**config.mk**
```make
export PLATFORM = sky130hd
export DESIGN_NAME = game_score_ctrl
export DESIGN_NICKNAME = d
export VERILOG_FILES = /design/src/rtl/game_score_ctrl_pkg.sv /design/src/rtl/game_score_ctrl_edge_detect.sv /design/src/rtl/game_score_ctrl.sv
export SDC_FILE = /design/constraint.sdc
export NUM_CORES = 1
export LEC_CHECK = 0
export CAP_MARGIN = 15
export CORE_UTILIZATION = 50
export DETAILED_ROUTE_END_ITERATION = 8
export PLACE_DENSITY = 0.75
export SLEW_MARGIN = 40
export SYNTH_ARGS = -nofsm -noshare
export SYNTH_HDL_FRONTEND = slang
export SYNTH_SLANG_ARGS = --single-unit
```
**constraint.sdc**
```tcl
create_clock -name CLOCK_50 -period 2 [get_ports CLOCK_50]
set_clock_uncertainty 0.05 [all_clocks]
set_input_delay 0.4 -clock CLOCK_50 [delete_from_list [all_inputs] [get_ports CLOCK_50]]
set_output_delay 0.4 -clock CLOCK_50 [all_outputs]
set_load 0.01 [all_outputs]
```
**src/rtl/game_score_ctrl_pkg.sv**
```systemverilog
// Shared game definitions: FSM states, default game limits, display codes.
package game_score_ctrl_pkg;

  typedef enum logic [1:0] {
    ST_IDLE = 2'd0,
    ST_PLAY = 2'd1,
    ST_OVER = 2'd2,
    ST_QUIT = 2'd3
  } game_state_e;

  localparam int         MAX_SCORE_DEF = 32;
  localparam int         LIVES_DEF     = 10;
  localparam int         SCORE_W       = 6;
  localparam int         LEDR_W        = 10;
  localparam logic [3:0] HEX_BLANK     = 4'hF;
  localparam logic [3:0] MODE_MAX      = 4'd9;

  // Modes above 9 have no decimal digit, so they fall back to mode 0.
  function automatic logic [3:0] clamp_mode(input logic [3:0] m);
    return (m > MODE_MAX) ? 4'd0 : m;
  endfunction

endpackage

```
**src/rtl/game_score_ctrl_edge_detect.sv**
```systemverilog
// Rising-edge detector: one register stage, a held level yields one pulse.
module edge_detect (
  input  logic clk,
  input  logic resetn,
  input  logic sig,
  output logic pulse
);

  logic sig_d;
  logic sig_q;

  // Next value of the history stage is simply the current level.
  always_comb begin
    sig_d = sig;
  end

  // History register, cleared by the synchronous reset.
  always_ff @(posedge clk) begin
    if (!resetn) sig_q <= 1'b0;
    else         sig_q <= sig_d;
  end

  assign pulse = sig & ~sig_q;

endmodule

```
**src/rtl/game_score_ctrl.sv**
```systemverilog
// Score / lives controller for the tile-matching game with registered
// display outputs (mode digit, score digits, lives bar on LEDR).
module game_score_ctrl
  import game_score_ctrl_pkg::*;
#(
  parameter int MAX_SCORE = MAX_SCORE_DEF,
  parameter int LIVES     = LIVES_DEF,
  parameter int BLINK_DIV = 25_000_000
) (
  input  logic              CLOCK_50,
  input  logic              resetn,
  input  logic              start,
  input  logic              match,
  input  logic              miss,
  input  logic              quit,
  input  logic [3:0]        mode,
  output logic              ingameOn,
  output logic              gameOver,
  output logic              userquit,
  output logic [3:0]        hex0hldr,
  output logic [3:0]        hex4hldr,
  output logic [3:0]        hex5hldr,
  output logic [LEDR_W-1:0] ledrhldr
);

  localparam int LIVES_W = $clog2(LIVES + 1);
  localparam int CNT_W   = (BLINK_DIV > 1) ? $clog2(BLINK_DIV) : 1;
  localparam logic [SCORE_W-1:0] SCORE_WIN  = SCORE_W'(MAX_SCORE);
  localparam logic [LIVES_W-1:0] LIVES_FULL = LIVES_W'(LIVES);
  localparam logic [CNT_W-1:0]   CNT_LAST   = CNT_W'(BLINK_DIV - 1);

  logic start_ev, match_ev, miss_ev, quit_ev;

  edge_detect u_start (.clk(CLOCK_50), .resetn(resetn), .sig(start), .pulse(start_ev));
  edge_detect u_match (.clk(CLOCK_50), .resetn(resetn), .sig(match), .pulse(match_ev));
  edge_detect u_miss  (.clk(CLOCK_50), .resetn(resetn), .sig(miss),  .pulse(miss_ev));
  edge_detect u_quit  (.clk(CLOCK_50), .resetn(resetn), .sig(quit),  .pulse(quit_ev));

  game_state_e        state_d, state_q;
  logic [SCORE_W-1:0] score_d, score_q;
  logic [LIVES_W-1:0] lives_d, lives_q;
  logic [3:0]         mode_d, mode_q;
  logic               win_d, win_q;
  logic [CNT_W-1:0]   blink_cnt_d, blink_cnt_q;
  logic               blink_on_d, blink_on_q;

  logic              ingame_d, ingame_q;
  logic              over_d, over_q;
  logic              quit_d, quit_q;
  logic [3:0]        hex0_d, hex0_q;
  logic [3:0]        hex4_d, hex4_q;
  logic [3:0]        hex5_d, hex5_q;
  logic [LEDR_W-1:0] ledr_d, ledr_q;
  logic [LEDR_W-1:0] lives_bar;

  // Game FSM and counters: quit wins over everything except while already quit.
  always_comb begin
    state_d     = state_q;
    score_d     = score_q;
    lives_d     = lives_q;
    mode_d      = mode_q;
    win_d       = win_q;
    blink_cnt_d = blink_cnt_q;
    blink_on_d  = blink_on_q;
    if (quit_ev && state_q != ST_QUIT) begin
      state_d = ST_QUIT;
    end else begin
      case (state_q)
        ST_IDLE, ST_OVER, ST_QUIT: begin
          if (start_ev) begin
            state_d = ST_PLAY;
            score_d = '0;
            lives_d = LIVES_FULL;
            mode_d  = clamp_mode(mode);
            win_d   = 1'b0;
          end
        end
        ST_PLAY: begin
          if (match_ev && score_q != SCORE_WIN) score_d = score_q + SCORE_W'(1);
          if (miss_ev && lives_q != '0)         lives_d = lives_q - LIVES_W'(1);
          if (score_d == SCORE_WIN) begin
            state_d = ST_OVER;
            win_d   = 1'b1;
          end else if (lives_d == '0) begin
            state_d = ST_OVER;
            win_d   = 1'b0;
          end
        end
        default: state_d = ST_IDLE;
      endcase
    end
    if (state_q == ST_OVER && state_d == ST_OVER) begin
      if (blink_cnt_q == CNT_LAST) begin
        blink_cnt_d = '0;
        blink_on_d  = ~blink_on_q;
      end else begin
        blink_cnt_d = blink_cnt_q + CNT_W'(1);
      end
    end else begin
      blink_cnt_d = '0;
      blink_on_d  = 1'b0;
    end
  end

  // Display values derived from next-state so outputs change with the state.
  always_comb begin
    lives_bar = '0;
    for (int i = 0; i < LEDR_W; i++) lives_bar[i] = (i < int'(lives_d));
    ingame_d = (state_d == ST_PLAY);
    over_d   = (state_d == ST_OVER);
    quit_d   = (state_d == ST_QUIT);
    hex0_d   = mode_d;
    hex4_d   = score_d[3:0];
    hex5_d   = {2'b00, score_d[5:4]};
    ledr_d   = lives_bar;
    case (state_d)
      ST_QUIT: begin
        hex0_d = HEX_BLANK;
        hex4_d = HEX_BLANK;
        hex5_d = HEX_BLANK;
        ledr_d = '0;
      end
      ST_OVER: ledr_d = (win_d || blink_on_d) ? '1 : '0;
      default: ledr_d = lives_bar;
    endcase
  end

  // All state and output registers with synchronous active-low reset.
  always_ff @(posedge CLOCK_50) begin
    if (!resetn) begin
      state_q     <= ST_IDLE;
      score_q     <= '0;
      lives_q     <= LIVES_FULL;
      mode_q      <= '0;
      win_q       <= 1'b0;
      blink_cnt_q <= '0;
      blink_on_q  <= 1'b0;
      ingame_q    <= 1'b0;
      over_q      <= 1'b0;
      quit_q      <= 1'b0;
      hex0_q      <= '0;
      hex4_q      <= '0;
      hex5_q      <= '0;
      ledr_q      <= '1;
    end else begin
      state_q     <= state_d;
      score_q     <= score_d;
      lives_q     <= lives_d;
      mode_q      <= mode_d;
      win_q       <= win_d;
      blink_cnt_q <= blink_cnt_d;
      blink_on_q  <= blink_on_d;
      ingame_q    <= ingame_d;
      over_q      <= over_d;
      quit_q      <= quit_d;
      hex0_q      <= hex0_d;
      hex4_q      <= hex4_d;
      hex5_q      <= hex5_d;
      ledr_q      <= ledr_d;
    end
  end

  assign ingameOn = ingame_q;
  assign gameOver = over_q;
  assign userquit = quit_q;
  assign hex0hldr = hex0_q;
  assign hex4hldr = hex4_q;
  assign hex5hldr = hex5_q;
  assign ledrhldr = ledr_q;

endmodule

```
==> summary.txt <==
Routing
  • Pre-antenna DRT Iters: 4
  • DRC: 0
  • Final ANT Viol Nets: 0
  • Final WL: 8010 um
  • Via-to-Cell Ratio: approximately 5.4
  • WL per Instance: 14.7 um
  • Drt first-iter violations: approximately 140
  • Via count of the routed design: 2,932

Place
  • Dpl cells: between 500 and 600
  • Placed instance area: 3990 um^2
  • GPL Wtd Cong: 0.842
  • DP Wirelength: ~5200 um
  • Port Buffers: 34
  • Post-Place Setup Slack: -0.574 ns

Die
  • DIE AREA: 6540 um^2
  • I/O pin cnt: 35
  • Initial Utilization: 52.2%
  • Core area: 5960 um^2
  • Die W: between 80 and 90 um
  • Row count: 28
  • Die Ht: 80.9 um

Critical path
  • Crit path DAT: 2.35 ns
  • Kind of cell adding the most delay to the critical path: compound AO/OA/AOI/OAI gates
  • Flop2flop setup slack: -0.18 ns
  • Worst Path Required: about 2.2 ns
  • Reg2reg end: ledrhldr[2]
  • Highest fanout seen on the critical path: 5
  • FF-to-FF Start: score_q[1]
  • Cell-by-cell listing of the critical path: inv_2, ha_4, nor4b_4, a21oi_2, o2bb2ai_2, and4_4, o31a_1, o21ai_4, o211ai_1
  • Worst r2r path cells: 9
  • Largest stage delay, worst path: 0.39 ns
  • WP buf/inv: 1
  • Crit end category: flop
  • Crit-path slowest cell: o31a_1
  • Crit path launch type: flop
  • Worst Path Class, Setup: reg2reg

STA
  • Worst setup margin: -0.178 ns
  • Setup-failing EPs final: 34
  • Slew Limit Fails: 0
  • Hold Worst Slack: 0.393 ns
  • Min cycle time layout: around 2.2 ns
  • RSZ-0062 raised after global routing: yes
  • Final hold vios: 0
  • FMAX: around 460 MHz
  • Worst-margin pin slew: just over 0.4 ns
  • Final worst-path cycle share: 109%
  • Relative slew slack: 72.4%

Finish
  • Antenna cell count: 0
  • Post-Layout Inst Area: 4540 um^2
  • Fin nets: approximately 480
  • Layout cells sized above 1: 31.2%
  • Layout area overhead: 45.8%
  • Non-filler cells, final: about 540
  • Fill count: approximately 420

Global route
  • Grt ovf: 0
  • Initial antenna violation count: 0
  • Largest net degree at the start of global routing: 21
  • Vias in the first global route: ~2,800
  • All-Layer GR Usage: 25.8%
  • First-pass GRT wire length: between 10,000 and 15,000 um

Clocking
  • Clock transition at the registers of the reported paths: about 0.080 ns
  • Htree depth: 3
  • CTS tree: built
  • CTS Buf Count: 9
  • Largest buffer count on any clock path: 2
  • Clk root buf: clkbuf_8
  • Clk Latency, worst-skew pair: 0.34 ns
  • Num Clock Sinks: 70

Power
  • PwrDens: approximately 680 nW/um^2
  • VDD IR max: 0.597 mV
  • Total Power: 3090 uW
  • LEAKAGE: ~0.0018 uW

Run status
  • Status: finished, violations left
  • Failing checks: negative setup slack

Synthesis
  • Sequential area share after synthesis: between 40% and 50%
  • Main synth FF type: dfxtp_1
  • Seq cells post-synth: 70
  • Cells after Synth: about 350
  • Syn_nets: ~370
  • Unique masters post-synth: 59
  • Cell Area, Synth: a little over 3000 um^2
  • Number of enable flip-flop cells after synthesis: 0
  • Avg Cell Area, Syn: 8.84 um^2
  • YS warnings: 0
  • Async set-or-reset flop fraction in the synthesized netlist: 0%

Worst hold path
  • Hold Crit Endpoint: u_match.sig_q
  • Hold Path Class: in2reg
  • Hold_sp: match
  • Hold path depth: 2

Run
  • MaxCap Viol Count: 0
## worst register-to-register path: cells and delay by family (launching register included)
| kind | cells | cell delay [ns] |
|---|---|---|
| AND/OR/NAND/NOR | 2 | 0.45 |
| buffers and inverters | 1 | 0.08 |
| AO/OA/AOI/OAI | 5 | 1.04 |
| adder cells (fa/ha/maj) | 1 | 0.13 |
| flip-flops | 1 | 0.32 |
## cells in the final DEF (no fill, tap or decap), drive strengths merged, types with 4 or more instances in the layout
| cell type | Yosys | layout |
|---|---|---|
| a21oi | 14 | 14 |
| a31oi | 4 | 4 |
| and2 | 13 | 13 |
| and3 | 6 | 6 |
| and4 | 4 | 4 |
| buf | 4 | 75 |
| clkbuf | 7 | 10 |
| clkdlybuf4s50 | 0 | 33 |
| dfxtp | 70 | 70 |
| ha | 4 | 4 |
| inv | 13 | 13 |
| nand2 | 23 | 23 |
| nand2b | 4 | 4 |
| nand3 | 21 | 21 |
| nand4 | 6 | 6 |
| nor2 | 55 | 55 |
| nor2b | 7 | 7 |
| nor3 | 4 | 4 |
| nor3b | 4 | 4 |
| o211ai | 6 | 6 |
| o21ai | 15 | 16 |
| o31a | 3 | 4 |
| xnor2 | 10 | 10 |
| xor2 | 16 | 16 |
## cell type report
cell class	count	area, um^2	share of cell area, %
tap	75	93.8	2.07
clock buffer	10	128	2.81
timing repair buffer	109	910	20.0
sequential	70	1410	31.1
multi-input combinational	260	1860	41.0
inverter	13	48.8	1.08
clock inverter	6	86.3	1.90
## report_power, final
group	total, uW	internal [uW]	switching (uW)
Combinational	401	205	196
Clock	1220	700	522
Sequential	1470	1440	22.9
## per-layer routing
layer | vias to the layer above | GRT usage [%] | part of all wire [%]
li1 | 1451 | - | -
met1 | 1398 | 33.3 | 45
met2 | 67 | 41.2 | 48
met3 | 16 | 4.16 | 3.9
met4 | 0 | 13.6 | 2.6
met5 | - | 0 | 0
## per-stage QoR
| stage | TNS, ns | util (%) |
|---|---|---|
| detailed placement | -15.92 | 67.0 |
| floorplan | -0.448 | - |
| global route | -6.12 | 76.2 |
| CTS | -1.61 | 73.8 |
| finish | -2.48 | 76.2 |
| global placement | -12.59 | 67.0 |
## state kept, by name, indices dropped and copies added, names as in the netlist, 2 cells and up
register / count
blink_cnt_q: 25
ledrhldr: 10
score_q: 6
hex0hldr: 4
hex4hldr: 4
lives_q: 4
mode_q: 4
hex5hldr: 3
state_q: 2
## cells in the mapped netlist, types with 2 or more instances
| cell | instances | share of area [%] |
|---|---|---|
| dfxtp_1 | 70 | 45 |
| nor2_1 | 55 | 6.6 |
| nand2_1 | 22 | 2.7 |
| nand3_1 | 21 | 3.4 |
| xor2_1 | 16 | 4.5 |
| a21oi_1 | 13 | 2.1 |
| inv_1 | 13 | 1.6 |
| o21ai_0 | 13 | 2.1 |
| and2_1 | 12 | 2.4 |
| xnor2_1 | 10 | 2.8 |
| clkbuf_1 | 7 | 0.84 |
| nor2b_1 | 7 | 1.4 |
| nand4_1 | 6 | 1.2 |
| o211ai_1 | 6 | 1.4 |
| and3_1 | 5 | 1.0 |
| a31oi_1 | 4 | 0.80 |
| ha_1 | 4 | 1.6 |
| nand2b_1 | 4 | 0.80 |
| a22oi_1 | 3 | 0.72 |
| and4_1 | 3 | 0.84 |
| mux2i_1 | 3 | 0.97 |
| nor3_1 | 3 | 0.48 |
| nor3b_1 | 3 | 0.72 |
| nor4_1 | 3 | 0.60 |
| o21a_1 | 3 | 0.72 |
| o31a_1 | 3 | 0.84 |
| or2_2 | 3 | 0.60 |
| a211oi_1 | 2 | 0.48 |
| a2bb2oi_1 | 2 | 0.56 |
| buf_4 | 2 | 0.48 |
| o22ai_1 | 2 | 0.40 |
| o311ai_1 | 2 | 0.56 |
## worst max path at each step
| stage | depth (start not counted) | slack, ns | endpoint | from |
|---|---|---|---|---|
| finish | 9 | -0.18 | ledrhldr[2] | score_q[1] |
| global route | 9 | -0.27 | ledrhldr[6] | score_q[1] |
| CTS | 7 | -0.14 | ledrhldr[8] | blink_cnt_q[8] |
| detailed placement | 7 | -0.57 | ledrhldr[9] | quit |
| global placement | 9 | -0.51 | ledrhldr[9] | match |
| floorplan | 7 | -0.06 | ledrhldr[8] | blink_cnt_q[6] |
## logic make-up (layout without fill, tap and decap cells)
| group | count (synthesis) | after routing | share of synthesized area, % |
|---|---|---|---|
| AOI/OAI and AO/OA | 65 | 67 | 14.5 |
| xor gates and xnor gates | 26 | 26 | 7.32 |
| adders and majority gates | 4 | 4 | 1.61 |
| buffers and inverters | 24 | 138 | 3.38 |
| DFF | 70 | 70 | 45.0 |
| muxes | 4 | 4 | 1.33 |
| and+or+nand+nor | 159 | 159 | 26.9 |
## repair_timing
item                       4_1_cts  5_1_grt
hold buffers                     0        0
pin swaps                       24       20
setup endpoints to repair       39       41
gates resized for setup         29       29
buffers inserted                 6        4
cloned                           2        0
Power figures use the tool's default switching activity.
